--- src/rtl/dsp_cfg_pkg.sv ---
// Shared types and constants for the DSP configuration-chain loader.
// Holds the FSM state encoding, the CRC-16-CCITT constants and counter-width helpers.
package dsp_cfg_pkg;

   typedef enum logic [1:0] {
      ST_IDLE  = 2'd0,
      ST_LOAD  = 2'd1,
      ST_SHIFT = 2'd2,
      ST_DONE  = 2'd3
   } state_t;

   localparam logic [15:0] CRC_POLY = 16'h1021;
   localparam logic [15:0] CRC_INIT = 16'hFFFF;

   // Bit counter must be able to hold the value n itself.
   function automatic int cnt_width(input int n);
      return $clog2(n + 1);
   endfunction

   function automatic int idx_width(input int n);
      return (n > 1) ? $clog2(n) : 1;
   endfunction

endpackage

--- src/rtl/dsp_cfg_crc16.sv ---
// Serial CRC-16-CCITT (MSB-first feedback), updates one bit per enabled cycle.
// Latency: value reflects a bit on the cycle after it is presented; no backpressure.
module dsp_cfg_crc16
   import dsp_cfg_pkg::*;
(
   input  logic        clk,
   input  logic        reset_n,
   input  logic        bit_in,
   input  logic        en,
   input  logic        clr,
   output logic [15:0] crc
);

   logic fb;

   assign fb = crc[15] ^ bit_in;

   always_ff @(posedge clk) begin
      if (!reset_n || clr) begin
         crc <= CRC_INIT;
      end else if (en) begin
         crc <= {crc[14:0], 1'b0} ^ (fb ? CRC_POLY : 16'h0000);
      end
   end

endmodule

--- src/rtl/dsp_config_loader.sv ---
// Shifts CHAIN_LEN bits from a valid/ready word stream into a DSP config chain, LSB first;
// first enable 2 cycles after start, stalls in LOAD when s_valid is low. Optional CRC: DSP_CFG_CRC_EN.
module dsp_config_loader
   import dsp_cfg_pkg::*;
#(
   parameter int CHAIN_LEN = 40,
   parameter int WORD_W    = 8
) (
   input  logic              clk,
   input  logic              reset_n,
   input  logic              start,
   input  logic              abort,
   input  logic              s_valid,
   input  logic [WORD_W-1:0] s_data,
   output logic              s_ready,
   output logic              configuration_output,
   output logic              configuration_enable,
   output logic              busy,
`ifdef DSP_CFG_CRC_EN
   input  logic [15:0]       crc_ref,
   output logic              crc_err,
`endif
   output logic              done
);

   localparam int CW = cnt_width(CHAIN_LEN);
   localparam int BW = idx_width(WORD_W);
   localparam logic [CW-1:0] LAST_BIT = CW'(CHAIN_LEN - 1);
   localparam logic [BW-1:0] LAST_IDX = BW'(WORD_W - 1);

   state_t            state;
   state_t            state_nxt;
   logic [CW-1:0]     bit_cnt;
   logic [BW-1:0]     bit_idx;
   logic [WORD_W-1:0] word;
   logic              final_bit;
   logic              word_end;
   logic              accept;

   assign final_bit = (bit_cnt == LAST_BIT);
   assign word_end  = (bit_idx == LAST_IDX);
   assign accept    = s_valid && s_ready;

   always_ff @(posedge clk) begin
      if (!reset_n) begin
         state <= ST_IDLE;
      end else begin
         state <= state_nxt;
      end
   end

   always_comb begin
      state_nxt = state;
      case (state)
         ST_IDLE:  if (start) state_nxt = ST_LOAD;
         ST_LOAD:  if (accept) state_nxt = ST_SHIFT;
         ST_SHIFT: begin
            if (final_bit) begin
               state_nxt = ST_DONE;
            end else if (word_end && !accept) begin
               state_nxt = ST_LOAD;
            end
         end
         ST_DONE:  state_nxt = ST_IDLE;
         default:  state_nxt = ST_IDLE;
      endcase
      if (abort) begin
         state_nxt = ST_IDLE;
      end
   end

   // A word taken on the last bit of the previous one still counts that last bit.
   always_ff @(posedge clk) begin
      if (!reset_n || abort || state == ST_IDLE) begin
         bit_cnt <= '0;
         bit_idx <= '0;
         word    <= '0;
      end else if (accept) begin
         word    <= s_data;
         bit_idx <= '0;
         if (state == ST_SHIFT) begin
            bit_cnt <= bit_cnt + 1'b1;
         end
      end else if (state == ST_SHIFT) begin
         word    <= word >> 1;
         bit_idx <= bit_idx + 1'b1;
         bit_cnt <= bit_cnt + 1'b1;
      end
   end

   always_comb begin
      s_ready              = 1'b0;
      configuration_output = 1'b0;
      configuration_enable = 1'b0;
      done                 = 1'b0;
      busy                 = (state != ST_IDLE);
      case (state)
         ST_LOAD:  s_ready = !abort;
         ST_SHIFT: begin
            configuration_enable = 1'b1;
            configuration_output = word[0];
            s_ready              = word_end && !final_bit && !abort;
         end
         ST_DONE:  done = 1'b1;
         default:  ;
      endcase
   end

`ifdef DSP_CFG_CRC_EN
   logic [15:0] crc_val;
   logic [15:0] crc_ref_q;
   logic        crc_clr;
   logic        err_q;
   logic        mism;

   assign crc_clr = (state == ST_IDLE) && start && !abort;
   assign mism    = (state == ST_DONE) && (crc_val != crc_ref_q);

   dsp_cfg_crc16 u_crc (
      .clk     (clk),
      .reset_n (reset_n),
      .bit_in  (configuration_output),
      .en      (configuration_enable),
      .clr     (crc_clr),
      .crc     (crc_val)
   );

   always_ff @(posedge clk) begin
      if (!reset_n) begin
         err_q     <= 1'b0;
         crc_ref_q <= '0;
      end else if (crc_clr) begin
         err_q     <= 1'b0;
         crc_ref_q <= crc_ref;
      end else if (mism) begin
         err_q     <= 1'b1;
      end
   end

   // Visible during the done pulse itself, then held by err_q.
   assign crc_err = err_q | mism;
`endif

endmodule

--- config.mk ---
export PLATFORM = sky130hd
export DESIGN_NAME = dsp_config_loader
export DESIGN_NICKNAME = d
export VERILOG_FILES = /design/src/rtl/dsp_cfg_pkg.sv /design/src/rtl/dsp_cfg_crc16.sv /design/src/rtl/dsp_config_loader.sv
export SDC_FILE = /design/constraint.sdc
export NUM_CORES = 1
export LEC_CHECK = 0
export ABC_AREA = 1
export BUFFER_PORTS_ARGS = -buffer_cell sky130_fd_sc_hd__buf_4
export CAP_MARGIN = 0
export CORE_ASPECT_RATIO = 2
export CORE_MARGIN = 2
export CORE_UTILIZATION = 30
export CTS_CLUSTER_DIAMETER = 40
export CTS_CLUSTER_SIZE = 30
export DETAILED_ROUTE_END_ITERATION = 8
export GPL_TIMING_DRIVEN = 1
export PLACE_DENSITY = 0.46
export SETUP_SLACK_MARGIN = 0.02
export SLEW_MARGIN = 10
export SYNTH_ARGS = -nofsm -noshare
export SYNTH_HDL_FRONTEND = slang
export SYNTH_SLANG_ARGS = --single-unit
--- constraint.sdc ---
create_clock -name clk -period 4.75 [get_ports clk]
set_clock_uncertainty 0.1 [all_clocks]
set_input_delay 0.2375 -clock clk [delete_from_list [all_inputs] [get_ports clk]]
set_output_delay 0.2375 -clock clk [all_outputs]
set_load 0.02 [all_outputs]
# After elaboration in Yosys (flattened, before gate mapping)

Index checks and enable logic that the tools add are counted.

Flip-flop bits (word level): 19
Bits in latches: 0
Bits in writable memories: 0
ROM bits: 0
Bits of input ports: 13
Output and inout port bits: 5
Word-level logic and storage cells: 42
Memories: 0

Add/subtract/negate cells: 2
Multiply operators: 0
Divide/modulo/power cells: 0
Magnitude comparators: 0
Eq/ne operators: 8
Shifts and indexed selects: 0
Mux-type cells: 11
Bitwise logic cells: 1
Reduce and logical (&&, ||, !) cells: 16

Operators with widths:

| operator            | count |
|---|---|
| $mux 8              | 2 |
| $mux 2              | 4 |
| $pmux 2 s4          | 1 |
| $add 6x1->6 const B | 1 |
| $eq 6x6->1 const B  | 1 |
| $eq 2x2->1 const B  | 2 |
| $logic_and 1x1->1   | 4 |
| $logic_not 1->1     | 4 |
| $ne 2x2->1 const B  | 2 |
| $reduce_bool 2->1   | 2 |
| $reduce_or 2->1     | 2 |
| $add 3x1->3 const B | 1 |
| $eq 3x3->1 const B  | 1 |
| $mux 1              | 3 |
| $ne 3x3->1 const B  | 1 |
| $reduce_and 3->1    | 1 |
| $eq 2x1->1 const B  | 1 |
| $logic_not 2->1     | 1 |
| $logic_or 1x1->1    | 2 |
| $pmux 1 s2          | 1 |
| $not 1->1           | 1 |

# Longest topological paths before layout

Depth in word-level cells: 11
Gate-level depth with buffers: 13

# Worst setup path before layout

OpenSTA, ideal clock, no wires.

Kind: register to register
Start: register state[1]
End: register word[0]
Setup time: 0.074 ns
Arrival time: 1.594 ns
Setup slack: 2.982 ns
Cell stages (with the launch flop): 8
Buffers on the path: 0
Period minus slack after synthesis: 1.768 ns
Cell sequence: dfxtp_1 -> inv_1 -> ha_1 -> inv_1 -> nor2_8 -> a21boi_2 -> nand3_1 -> a31oi_1

Cells in the longest elaborated chain, start to end: 4
Elaborated cells between the ends (all ways): 8

RTL lines:

| what                                        | RTL line                | text |
|---|---|---|
| start: declaration                          | dsp_config_loader.sv:31 | `state_t state;` |
| start signal: assignment                    | dsp_config_loader.sv:48 | `state <= state_nxt;` |
| $eq 2x2->1 or $eq 2x1->1 (tied branches)    | dsp_config_loader.sv:97 | `case (state)` |
| $pmux 1 s2 (*)                              | dsp_config_loader.sv:97 |  |
| named net s_ready                           | dsp_config_loader.sv:15 | `output logic s_ready,` |
| $logic_and 1x1->1 (*)                       | dsp_config_loader.sv:42 | `assign accept = s_valid && s_ready;` |
| $mux 8 or $reduce_bool 2->1 (tied branches) | -                       |  |
| end signal: assignment                      | dsp_config_loader.sv:79 | `word <= s_data;` |
| end signal: assignment                      | dsp_config_loader.sv:85 | `word <= word >> 1;` |
| end: declaration                            | dsp_config_loader.sv:35 | `logic [WORD_W-1:0] word;` |

Mark *: on every way through the listed nets, which the timed path passes. The rest lies on a longest branch.
A chain may end at the register's enable or synchronous reset.

# Worst setup path in the final report

Start: register state[0]
End: output s_ready

Cells in the longest elaborated chain, start to end: 2
Elaborated cells between the ends (all ways): 3

RTL lines:

| what                                     | RTL line |
|---|---|
| $eq 2x2->1 or $eq 2x1->1 (tied branches) | dsp_config_loader.sv:97 |
| $pmux 1 s2 (*)                           | dsp_config_loader.sv:97 |
| end: declaration                         | dsp_config_loader.sv:15 |

Every way passes the cells marked *; elsewhere a longest branch is shown, timed or not.

==> flow_metrics.env <==
export IMPL_outcome="finished, final reports clean"
export IMPL_grt_pass1_wl_microns=3970
export IMPL_arrival_ps=2160
export IMPL_grt_overflow=0
export IMPL_synth_compound_area_share_pct=11.8
export IMPL_dieWidth_microns=45.5
export IMPL_cts_buffers_inserted=3
export IMPL_synth_top_cell_area_share_pct=36.9
export IMPL_start_kind="register"
export IMPL_vias_per_cell=4.87
export IMPL_hp_class="in2reg"
export IMPL_cts_tree="yes"
export IMPL_tns_ps=0
export IMPL_ir_drop_v=0.000125
export IMPL_syn_avg_cell_area_sq_um=7.36
export IMPL_maxSlewHeadroom_pct=49.7
export IMPL_worst_pin_slew_ps=754
export IMPL_hold_start="s_data[7]"
export IMPL_multi_input_area_sq_um=563
export IMPL_finalCritPeriodShare_pct=52.6
export IMPL_htreeDepth=1
export IMPL_power_leakage_nw=0.505
export IMPL_worst_slack_ps=2250
export IMPL_yosysWarnings=0
export IMPL_coreArea_sq_um=3340
export IMPL_route_detailed_drc=0
export IMPL_grt_antenna_before_repair=0
export IMPL_postCtsHoldBufs=0
export IMPL_gp_congestion=0.706
export IMPL_postRouteAntennaNets=0
export IMPL_worstHoldPathCells=3
export IMPL_period_minus_slack_ps=2500
export IMPL_synth_simple_area_share_pct=33.5
export IMPL_fin_total_pwr_w=0.000325
export IMPL_num_antenna_cells=0
export IMPL_grtUsageTotal_pct=13.5
export IMPL_cts_setup_buffers=0
export IMPL_drtIter0Drc=14
export IMPL_insertion_delay_ps=250
export IMPL_first_pass_iters=4
export IMPL_num_rows=30
export IMPL_grt_pass1_vias=949
export IMPL_dp_slack_ps=2490
export IMPL_cts_clk_slew_worst_paths_ps=70
export IMPL_slew_viol_final=0
export IMPL_worst_r2r_cell_count=8
export IMPL_fmaxAchievable_mhz=400
export IMPL_die_h_microns=86.9
export IMPL_pwr_density_cell_nw_per_um2=266
export IMPL_cts_resized_gates=0
export IMPL_nets=179
export IMPL_root_buffer="clkbuf_8"
export IMPL_synth_xor_area_share_pct=0.850
export IMPL_grt_max_degree=23
export IMPL_portBuffers=17
export IMPL_synth_top_family_by_area="simple AND/OR/NAND/NOR gates"
export IMPL_num_vias=925
export IMPL_crit_required_ps=4410
export IMPL_cp_end_kind="output pin"
export IMPL_finalHoldViolCount=0
export IMPL_wl_per_cell_microns=11.8
export IMPL_seq_area_frac_synth_pct=36.9
export IMPL_synthesis_area_sq_um=1030
export IMPL_synth_top_area_cell="dfxtp_1"
export IMPL_worstReg2RegEnd="word[6]"
export IMPL_syn_to_final_growth_pct=18.4
export IMPL_cts_sinks=19
export IMPL_synth_area_leaders="dfxtp_1 37%, nand2_1 10%, nand3_1 8.7%, ha_1 8.5%, inv_1 5.5%"
export IMPL_synth_fa_ha_area_share_pct=8.50
export IMPL_synthDistinctLibCells=19
export IMPL_rr_startpoint="state[0]"
export IMPL_post_dp_cell_area_sq_um=1170
export IMPL_whs_endpoint="word[7]"
export IMPL_rsz0062_at_grt="false"
export IMPL_clk_path_buf_depth=2
export IMPL_finalSetupViolCount=0
export IMPL_maxCapViolations=0
export IMPL_syn_nets=160
export IMPL_synthCells=140
export IMPL_dieArea_sq_um=3950
export IMPL_worstPathMaxFanout=22
export IMPL_wl_microns=2250
export IMPL_drive_above_1_share_pct=21.5
export IMPL_seq_area_sq_um=380
export IMPL_synthMuxAreaShare_pct=0
export IMPL_regToRegSetupSlack_ps=2580
export IMPL_postLayoutCellArea_sq_um=1220
export IMPL_ys_ff_latch=19
export IMPL_post_dp_hpwl_microns=1830
export IMPL_start_util_pct=30.9
export IMPL_io_pins=18
export IMPL_fillers=361
export IMPL_criticalPathCategory="reg2out"
worst max-delay path, stage by stage, from the launching register on:
cell and delay, ps:
dfxtp_1 340, inv_1 110, ha_1 660, nand2_1 100, inv_1 90, nand2_2 70, a21boi_2 330, buf_4 210
layout by cell type, fill, tap and decap left out:
master	instances
nor2_8	1
nand2_1	28
nor2_1	14
nand3_4	1
nor3_1	2
dfxtp_1	19
buf_4	17
nand3_1	18
clkbuf_8	3
a21oi_1	8
inv_2	2
nand2_2	7
o21ai_0	4
inv_1	15
nor2_2	1
ha_1	7
xnor2_1	1
clkinv_2	1
a31oi_1	8
a21boi_2	1
Yosys cell counts:
master	instances
nor3_1	2
nand2_2	7
nor2_8	1
nand3_1	18
buf_2	2
nor2_2	1
dfxtp_1	19
xnor2_1	1
inv_2	2
a31oi_1	8
ha_1	7
inv_1	15
nand3_4	1
o21ai_0	4
nand2_1	28
clkbuf_8	1
a21boi_2	1
a21oi_1	8
nor2_1	14
where the power goes:
group	total (W)	internal [W]	leakage [nW]	switching, W
registers	0.000162	0.000161	0.153	0.00000170
clock network	0.000114	0.0000583	0.0255	0.0000557
logic	0.0000489	0.0000192	0.326	0.0000297
total	0.000325	0.000238	0.505	0.0000870
registers in the layout, summed over array words and instances (netlist names):
| register | cells |
|---|---|
| word | 8 |
| bit_cnt | 6 |
| bit_idx | 3 |
| state | 2 |
worst max path at each step:
stage / start / endpoint / slack, ps / cells past startpoint
global route: state[0] / s_ready / 1970 / 7
floorplan: state[1] / word[0] / 2980 / 7
finish: state[0] / s_ready / 2250 / 7
CTS: state[0] / s_ready / 2200 / 7
detailed placement: state[0] / s_ready / 2490 / 7
global placement: state[0] / s_ready / 2560 / 7
through the flow:
step | utilization, % | hold slack [ps] | instances
floorplan | - | 305 | 140
global placement | 35.2 | 354 | 186
detailed placement | 35.2 | 361 | 186
CTS | 36.6 | 168 | 190
global route | 36.6 | 171 | 190
finish | 36.6 | 167 | 190
logic make-up after synthesis:
logic type,count (synthesis)
compound gates,21
xor+xnor,1
fa+ha+maj,7
buf+inv,20
flops,19
simple gates,72
final cells by class:
class	instances	share of cell area (%)
multi-input combinational	101	46.1
sequential	19	31.1
timing repair buffer	17	10.5
inverter	17	5.23
clock buffer	3	3.38
tap	32	3.28
clock inverter	1	0.410
metal layers:
| metal | GRT usage, % | vias to the layer above | part of all wire (%) |
|---|---|---|---|
| met2 | 26.0 | 12 | 61 |
| met5 | 0 | - | 0 |
| met4 | 4.81 | 0 | 0.85 |
| met1 | 13.5 | 420 | 36 |
| met3 | 1.87 | 2 | 2.6 |
| li1 | - | 491 | - |
(Power assumes the default switching activity.)
